`src/rtl/pipe_trace_pkg.sv`:
```
// Shared types for the pipeline trace buffer: capture FSM state encoding
// and the layout of one trace entry (pc is the most significant field).
package pipe_trace_pkg;

  typedef enum logic [1:0] {
    ST_IDLE  = 2'd0,
    ST_ARMED = 2'd1,
    ST_POST  = 2'd2,
    ST_DONE  = 2'd3
  } trace_state_t;

  // Field width of the default build; the RAM word is {pc,rs1,rs2,res}
  // in this same order at whatever XLEN the top is built with.
  localparam int TRACE_XLEN = 64;

  typedef struct packed {
    logic [TRACE_XLEN-1:0] pc;
    logic [TRACE_XLEN-1:0] rs1;
    logic [TRACE_XLEN-1:0] rs2;
    logic [TRACE_XLEN-1:0] res;
  } trace_entry_t;

endpackage

```
`src/rtl/pipe_trace_buf_ram.sv`:
```
// Trace storage: DEPTH words, one synchronous write port and one
// asynchronous read port so the oldest entry is visible the same cycle.
module trace_ram #(
  parameter int W     = 256,
  parameter int DEPTH = 16,
  parameter int AW    = $clog2(DEPTH)
) (
  input  logic          clk,
  input  logic          we,
  input  logic [AW-1:0] waddr,
  input  logic [W-1:0]  wdata,
  input  logic [AW-1:0] raddr,
  output logic [W-1:0]  rdata
);

  logic [W-1:0] mem [DEPTH];

  // Write the captured entry; contents are never reset.
  always_ff @(posedge clk) begin
    if (we) mem[waddr] <= wdata;
  end

  assign rdata = mem[raddr];

endmodule

```
`src/rtl/pipe_trace_buf.sv`:
```
// Pipeline trace buffer: records {pc,rs1,rs2,res} of a pipeline stage into
// a circular buffer once armed, stops a programmable number of entries after
// a trigger PC, then drains oldest-first over a valid/ready port.
// Optional build macro PIPE_TRACE_FILTER_EN adds a PC range filter
// (flt_lo_i..flt_hi_i inclusive) that gates which entries are stored.
module pipe_trace_buf
  import pipe_trace_pkg::*;
#(
  parameter int XLEN  = 64,
  parameter int DEPTH = 16
) (
  input  logic                       clk,
  input  logic                       reset,
  input  logic                       vld_i,
  input  logic [XLEN-1:0]            pc_i,
  input  logic [XLEN-1:0]            rs1_i,
  input  logic [XLEN-1:0]            rs2_i,
  input  logic [XLEN-1:0]            res_i,
  input  logic                       arm_i,
  input  logic [XLEN-1:0]            trig_pc_i,
  input  logic [$clog2(DEPTH):0]     post_cnt_i,
`ifdef PIPE_TRACE_FILTER_EN
  input  logic [XLEN-1:0]            flt_lo_i,
  input  logic [XLEN-1:0]            flt_hi_i,
`endif
  input  logic                       rd_rdy_i,
  output logic                       rd_vld_o,
  output logic [XLEN-1:0]            rd_pc_o,
  output logic [XLEN-1:0]            rd_rs1_o,
  output logic [XLEN-1:0]            rd_rs2_o,
  output logic [XLEN-1:0]            rd_res_o,
  output logic [1:0]                 state_o,
  output logic [$clog2(DEPTH):0]     count_o,
  output logic                       trig_o
);

  localparam int AW = $clog2(DEPTH);
  localparam int CW = AW + 1;
  localparam int W  = 4 * XLEN;

  localparam logic [AW-1:0] ONE_A   = AW'(1);
  localparam logic [CW-1:0] ONE_C   = CW'(1);
  localparam logic [CW-1:0] FULL_C  = CW'(DEPTH);
  localparam logic [CW-1:0] MAXPOST = CW'(DEPTH - 1);

  trace_state_t    state, state_nx;
  logic [AW-1:0]   wptr, rptr;
  logic [CW-1:0]   count, remaining, post_load;
  logic            trig_q;
  logic            in_range, capturing, store, hit, full, rd_fire;
  logic [W-1:0]    rdata;

`ifdef PIPE_TRACE_FILTER_EN
  assign in_range = (pc_i >= flt_lo_i) && (pc_i <= flt_hi_i);
`else
  assign in_range = 1'b1;
`endif

  assign capturing = (state == ST_ARMED) || (state == ST_POST);
  assign store     = vld_i && capturing && in_range;
  assign hit       = store && (state == ST_ARMED) && (pc_i == trig_pc_i);
  assign full      = (count == FULL_C);
  assign post_load = (post_cnt_i > MAXPOST) ? MAXPOST : post_cnt_i;
  assign rd_vld_o  = (state == ST_DONE) && (count != '0);
  assign rd_fire   = rd_vld_o && rd_rdy_i;

  // Capture FSM next state; arm and reset are applied in the register.
  always_comb begin
    state_nx = state;
    case (state)
      ST_ARMED: if (hit) state_nx = (post_load == '0) ? ST_DONE : ST_POST;
      ST_POST:  if (store && (remaining == ONE_C)) state_nx = ST_DONE;
      default:  state_nx = state;
    endcase
  end

  // FSM state register; arm restarts capture from any state.
  always_ff @(posedge clk) begin
    if (!reset)     state <= ST_IDLE;
    else if (arm_i) state <= ST_ARMED;
    else            state <= state_nx;
  end

  // Pointers, occupancy, post-trigger countdown and trigger pulse.
  always_ff @(posedge clk) begin
    if (!reset || arm_i) begin
      wptr      <= '0;
      rptr      <= '0;
      count     <= '0;
      remaining <= '0;
      trig_q    <= 1'b0;
    end else begin
      trig_q <= hit;
      if (store) begin
        wptr <= wptr + ONE_A;
        // Full buffer: the write lands on the oldest slot, so skip it.
        if (full) rptr  <= rptr + ONE_A;
        else      count <= count + ONE_C;
      end else if (rd_fire) begin
        rptr  <= rptr + ONE_A;
        count <= count - ONE_C;
      end
      if (hit)                              remaining <= post_load;
      else if (store && state == ST_POST)   remaining <= remaining - ONE_C;
    end
  end

  trace_ram #(.W(W), .DEPTH(DEPTH), .AW(AW)) u_ram (
    .clk   (clk),
    .we    (store && reset && !arm_i),
    .waddr (wptr),
    .wdata ({pc_i, rs1_i, rs2_i, res_i}),
    .raddr (rptr),
    .rdata (rdata)
  );

  assign rd_pc_o  = rdata[4*XLEN-1 -: XLEN];
  assign rd_rs1_o = rdata[3*XLEN-1 -: XLEN];
  assign rd_rs2_o = rdata[2*XLEN-1 -: XLEN];
  assign rd_res_o = rdata[XLEN-1   -: XLEN];
  assign state_o  = state;
  assign count_o  = count;
  assign trig_o   = trig_q;

endmodule
```
`config.mk`:
```
export PLATFORM = sky130hd
export DESIGN_NAME = pipe_trace_buf
export DESIGN_NICKNAME = d
export VERILOG_FILES = /design/src/rtl/pipe_trace_pkg.sv /design/src/rtl/pipe_trace_buf_ram.sv /design/src/rtl/pipe_trace_buf.sv
export SDC_FILE = /design/constraint.sdc
export NUM_CORES = 2
export LEC_CHECK = 0
export CAP_MARGIN = 5
export CORE_ASPECT_RATIO = 1.2
export CORE_MARGIN = 3
export CORE_UTILIZATION = 50
export DETAILED_ROUTE_END_ITERATION = 6
export PLACE_DENSITY = 0.79
export SYNTH_ARGS = -nofsm -noshare
export SYNTH_HDL_FRONTEND = slang
export SYNTH_SLANG_ARGS = --single-unit
```
`constraint.sdc`:
```
create_clock -name clk -period 22.2 [get_ports clk]
set_input_delay 5.55 -clock clk [delete_from_list [all_inputs] [get_ports clk]]
set_output_delay 5.55 -clock clk [all_outputs]
set_load 0.02 [all_outputs]
```
==> impl_metrics.prom <==
# TYPE chip_impl_metric gauge
chip_impl_info{name="result_of_the_run",value="complete, no violations"} 1
chip_impl_info{name="critical_path.slowest_cell",value="sky130_fd_sc_hd__buf_4"} 1
chip_impl_metric{name="synthesis.yosys.warnings",unit=""} 0
chip_impl_metric{name="slew_headroom",unit="%"} 23.1
chip_impl_metric{name="routed_wl_per_cell",unit="um"} 34.3
chip_impl_metric{name="slew_viol_final",unit=""} 0
chip_impl_metric{name="netlist.area_leader.share",unit="%"} 79.0
chip_impl_info{name="cp_cell_sequence",value="buf_12 -> buf_4 -> buf_12 -> buf_4 -> mux4_2 -> mux4_2 -> clkdlybuf4s50_1"} 1
chip_impl_metric{name="postSynthRegisterBits",unit=""} 4121
chip_impl_metric{name="grt_start_max_net_pins",unit=""} 170
chip_impl_metric{name="async_flop_share",unit="%"} 0
chip_impl_metric{name="whs",unit="ns"} 0.522
chip_impl_metric{name="number_of_antenna_violations_at_the_first_check_in_global_routing",unit=""} 84
chip_impl_metric{name="drive_gt1_share",unit="%"} 27.5
chip_impl_metric{name="synth.cell_area",unit="mm2"} 0.156
chip_impl_metric{name="final_gp_congestion",unit=""} 0.788
chip_impl_info{name="timing.critical_path.max_delay_family",value="buffers and inverters"} 1
chip_impl_metric{name="core_area",unit="mm2"} 0.309
chip_impl_info{name="tritoncts",value="done"} 1
chip_impl_metric{name="rows",unit=""} 223
chip_impl_metric{name="ys_seq_area_share",unit="%"} 79.3
chip_impl_metric{name="htree_num_levels",unit=""} 5
chip_impl_info{name="gr-max-usage-layer",value="met2"} 1
chip_impl_info{name="crit_path_start_kind",value="flop"} 1
chip_impl_info{name="hp-class",value="flop to flop"} 1
chip_impl_info{name="clockRootBuffer",value="sky130_fd_sc_hd__clkbuf_16"} 1
chip_impl_metric{name="filler_cell_count",unit=""} 20600
chip_impl_metric{name="portBuffers",unit=""} 594
chip_impl_metric{name="crit_path_max_fanout",unit=""} 111
chip_impl_metric{name="met2_usage",unit="%"} 39.6
chip_impl_metric{name="layout_min_cycle_time",unit="ns"} 12.53
chip_impl_metric{name="edff_count_synth",unit=""} 4096
chip_impl_metric{name="final.setup_skew",unit="ns"} 0.101
chip_impl_metric{name="clk_pin_slew_worst_paths",unit="ns"} 0.07
chip_impl_metric{name="max_capacitance_violation_total",unit=""} 0
chip_impl_metric{name="slew_of_the_pin_with_the_lowest_slew_margin",unit="ns"} 1.15
chip_impl_metric{name="clk_lat_worst_skew",unit="ns"} 0.96
chip_impl_metric{name="critPathBufInv",unit=""} 5
chip_impl_metric{name="detailedRoute.firstIterationViolations",unit=""} 8763
chip_impl_metric{name="fin_crit_sh",unit="%"} 56.4
chip_impl_metric{name="syn-num-nets",unit=""} 6362
chip_impl_metric{name="vdd_ir_drop_max",unit="V"} 0.0000719
chip_impl_metric{name="grt.total_usage",unit="%"} 24.3
chip_impl_metric{name="post_layout_net_count",unit=""} 7184
chip_impl_metric{name="post_cts_buffers",unit=""} 0
chip_impl_metric{name="worstPathRequired",unit="ns"} 16.65
chip_impl_metric{name="boundaryPins",unit=""} 595
chip_impl_info{name="post-synth-top-area-cell",value="sky130_fd_sc_hd__edfxtp_1"} 1
chip_impl_metric{name="m3_gr_usage",unit="%"} 5.69
chip_impl_metric{name="grt_util_met1",unit="%"} 31.9
chip_impl_info{name="grt_setup_unrepaired",value="false"} 1
chip_impl_metric{name="rr_worst_depth",unit=""} 10
chip_impl_metric{name="vias",unit=""} 72100
chip_impl_metric{name="slowest_delay",unit="ns"} 0.93
chip_impl_metric{name="avgViaCountPerCell",unit=""} 6.39
chip_impl_info{name="crit_type",value="flop to primary output"} 1
chip_impl_metric{name="ant_nets",unit=""} 0
chip_impl_metric{name="crit_cells",unit=""} 7
chip_impl_metric{name="dp_hpwl",unit="um"} 199000
chip_impl_metric{name="drt_drc_violations_left",unit=""} 0
chip_impl_metric{name="grt_pass1_wl",unit="um"} 555000
chip_impl_metric{name="gr-total-overflow",unit=""} 0
chip_impl_info{name="synth_top_cells_by_area",value="sky130_fd_sc_hd__edfxtp_1, sky130_fd_sc_hd__mux4_2, sky130_fd_sc_hd__clkbuf_1"} 1
chip_impl_metric{name="die_x",unit="um"} 515
chip_impl_metric{name="initial_core_util",unit="%"} 50.4
chip_impl_metric{name="dr.pass1.iters",unit=""} 5
chip_impl_metric{name="report.final.setup_viol",unit=""} 0
chip_impl_metric{name="longest_clk_path_bufs",unit=""} 4
chip_impl_metric{name="drt-total-wl",unit="um"} 387000
chip_impl_metric{name="layout-area-overhead-vs-synth",unit="%"} 15.2
chip_impl_metric{name="cts.hold.buffers_added",unit=""} 0
chip_impl_metric{name="final-hold-violation-count",unit=""} 0
chip_impl_metric{name="power.density",unit="mW/mm2"} 86.5
chip_impl_metric{name="clock_sinks",unit=""} 4121
chip_impl_metric{name="number_of_global_route_vias_before_repair",unit=""} 75600
chip_impl_metric{name="yosysUniqueCellTypes",unit=""} 37
chip_impl_metric{name="timing.fmax",unit="MHz"} 79.8
chip_impl_metric{name="leakagePower",unit="nW"} 53.4
chip_impl_metric{name="synthCells",unit=""} 6018
chip_impl_info{name="crit_path_capture_type",value="primary output"} 1
chip_impl_metric{name="dieArea",unit="mm2"} 0.318
chip_impl_metric{name="cts_made_buffers",unit=""} 383
chip_impl_metric{name="postCtsResizedCells",unit=""} 0
chip_impl_metric{name="finalSetupTns",unit="ns"} 0
chip_impl_metric{name="syn-mean-instance-area",unit="um2"} 25.9
chip_impl_metric{name="data_arrival_at_the_endpoint_of_the_critical_path",unit="ns"} 6.98
chip_impl_metric{name="chipHeight",unit="um"} 617
chip_impl_info{name="dominantRegCellSynth",value="sky130_fd_sc_hd__edfxtp_1"} 1
chip_impl_metric{name="hold-path-cell-count",unit=""} 2
-- tightest hold or removal path, stage by stage, from the launching register on --
cell                      delay (ns)
sky130_fd_sc_hd__dfxtp_1        0.35
sky130_fd_sc_hd__nand2_1        0.07
sky130_fd_sc_hd__a21oi_1        0.05
-- through the flow --
| step | util (%) | setup WS [ns] | power, mW | cell area [um2] | std cells |
|---|---|---|---|---|---|
| 3_5_place_dp | 54.0 | 10.47 | 9.11 | 167000 | 10500 |
| 2_1_floorplan | - | 4.27 | 8.87 | 156000 | 6018 |
| 4_1_cts | 58.1 | 9.44 | 15.6 | 179000 | 11200 |
| 3_3_place_gp | 54.0 | 10.53 | 9.09 | 167000 | 10500 |
| 6_report | 58.1 | 9.67 | 15.5 | 179000 | 11300 |
| 5_1_grt | 58.1 | 8.98 | 15.9 | 179000 | 11200 |
-- per-layer routing --
metal	vias up	part of all wire [%]	wire length [um]
li1	28100	-	-
met4	46	4.4	16900
met1	38800	36	138000
met5	-	0.078	301
met3	760	9.7	37600
met2	4372	50	194000
-- layout make-up --
class / count / area, um2 / area share, %
clock buffers: 450 / 9860 / 5.50
repair buffers: 733 / 7240 / 4.04
multi-input cells: 1579 / 30800 / 17.2
inverters: 22 / 82.6 / 0.0460
well taps: 4050 / 5070 / 2.83
clock inverters: 247 / 2660 / 1.48
diodes: 71 / 178 / 0.0991
flip-flops and latches: 4121 / 124000 / 68.9
-- final timing paths --
kind	startpoint	to	slack, ns
hold reg to reg	wptr[1]$_SDFFE_PP0P_	wptr[1]$_SDFFE_PP0P_	0.52
setup reg to reg	state_o[0]$_SDFFE_PN0P_	u_ram.mem[13][198]$_DFFE_PP_	15.95
hold / removal	wptr[1]$_SDFFE_PP0P_	wptr[1]$_SDFFE_PP0P_	0.52
setup / recovery	flop	rd_pc_o[27]	9.67
-- cells by family after synthesis --
| logic type | synth area share [%] |
|---|---|
| buffers and inverters | 0.990 |
| XOR/XNOR | 0.388 |
| adder cells (fa/ha/maj) | 0.117 |
| flip-flops | 79.3 |
| AND/OR/NAND/NOR | 0.481 |
| multiplexers | 18.4 |
| AO/OA/AOI/OAI | 0.268 |
-- power breakdown --
group	switching [mW]	internal, mW
clock	2.88	3.68
combinational	0.228	0.148
sequential	0.00499	8.56
total	3.11	12.4
-- cell usage in the layout (no fill, tap or decap), drive strengths merged, types with 5 or more instances in the layout --
cell type / instances
diode: 71
a211oi: 22
clkinv: 176
xor2: 53
clkinvlp: 13
clkdlybuf4s50: 594
mux2i: 26
xnor2: 16
nor2: 33
nand3: 9
nor4: 30
dfxtp: 25
ha: 13
nor3: 5
buf: 139
o21ai: 9
inv: 39
nand4: 9
mux4: 1261
a21oi: 25
clkbuf: 450
o22ai: 5
edfxtp: 4096
nor2b: 25
bufinv: 41
nand2: 19
-- synth_stat cells (2+ instances only) --
library cell / number
sky130_fd_sc_hd__a211oi_1: 22
sky130_fd_sc_hd__a21o_1: 2
sky130_fd_sc_hd__a21oi_1: 25
sky130_fd_sc_hd__and3_1: 4
sky130_fd_sc_hd__buf_1: 25
sky130_fd_sc_hd__buf_2: 82
sky130_fd_sc_hd__buf_4: 13
sky130_fd_sc_hd__buf_6: 26
sky130_fd_sc_hd__clkbuf_1: 150
sky130_fd_sc_hd__dfxtp_1: 25
sky130_fd_sc_hd__edfxtp_1: 4096
sky130_fd_sc_hd__ha_1: 13
sky130_fd_sc_hd__inv_1: 22
sky130_fd_sc_hd__mux2i_1: 26
sky130_fd_sc_hd__mux4_2: 1261
sky130_fd_sc_hd__nand2_1: 19
sky130_fd_sc_hd__nand2b_1: 2
sky130_fd_sc_hd__nand3_1: 9
sky130_fd_sc_hd__nand4_1: 9
sky130_fd_sc_hd__nor2_1: 33
sky130_fd_sc_hd__nor2b_1: 25
sky130_fd_sc_hd__nor3_1: 5
sky130_fd_sc_hd__nor4_1: 30
sky130_fd_sc_hd__o21ai_0: 9
sky130_fd_sc_hd__o22ai_1: 5
sky130_fd_sc_hd__or4_1: 2
sky130_fd_sc_hd__xnor2_1: 16
sky130_fd_sc_hd__xor2_1: 53
-- registers in the layout, summed over array words and instances (netlist names), named ones only --
| signal | flops |
|---|---|
| wptr | 4 |
| state_o | 2 |
| trig_o | 1 |
| count_o | 5 |
| rptr | 4 |
| u_ram.mem | 4096 |
| remaining | 5 |
No activity file was read; power rests on OpenSTA's default activity.
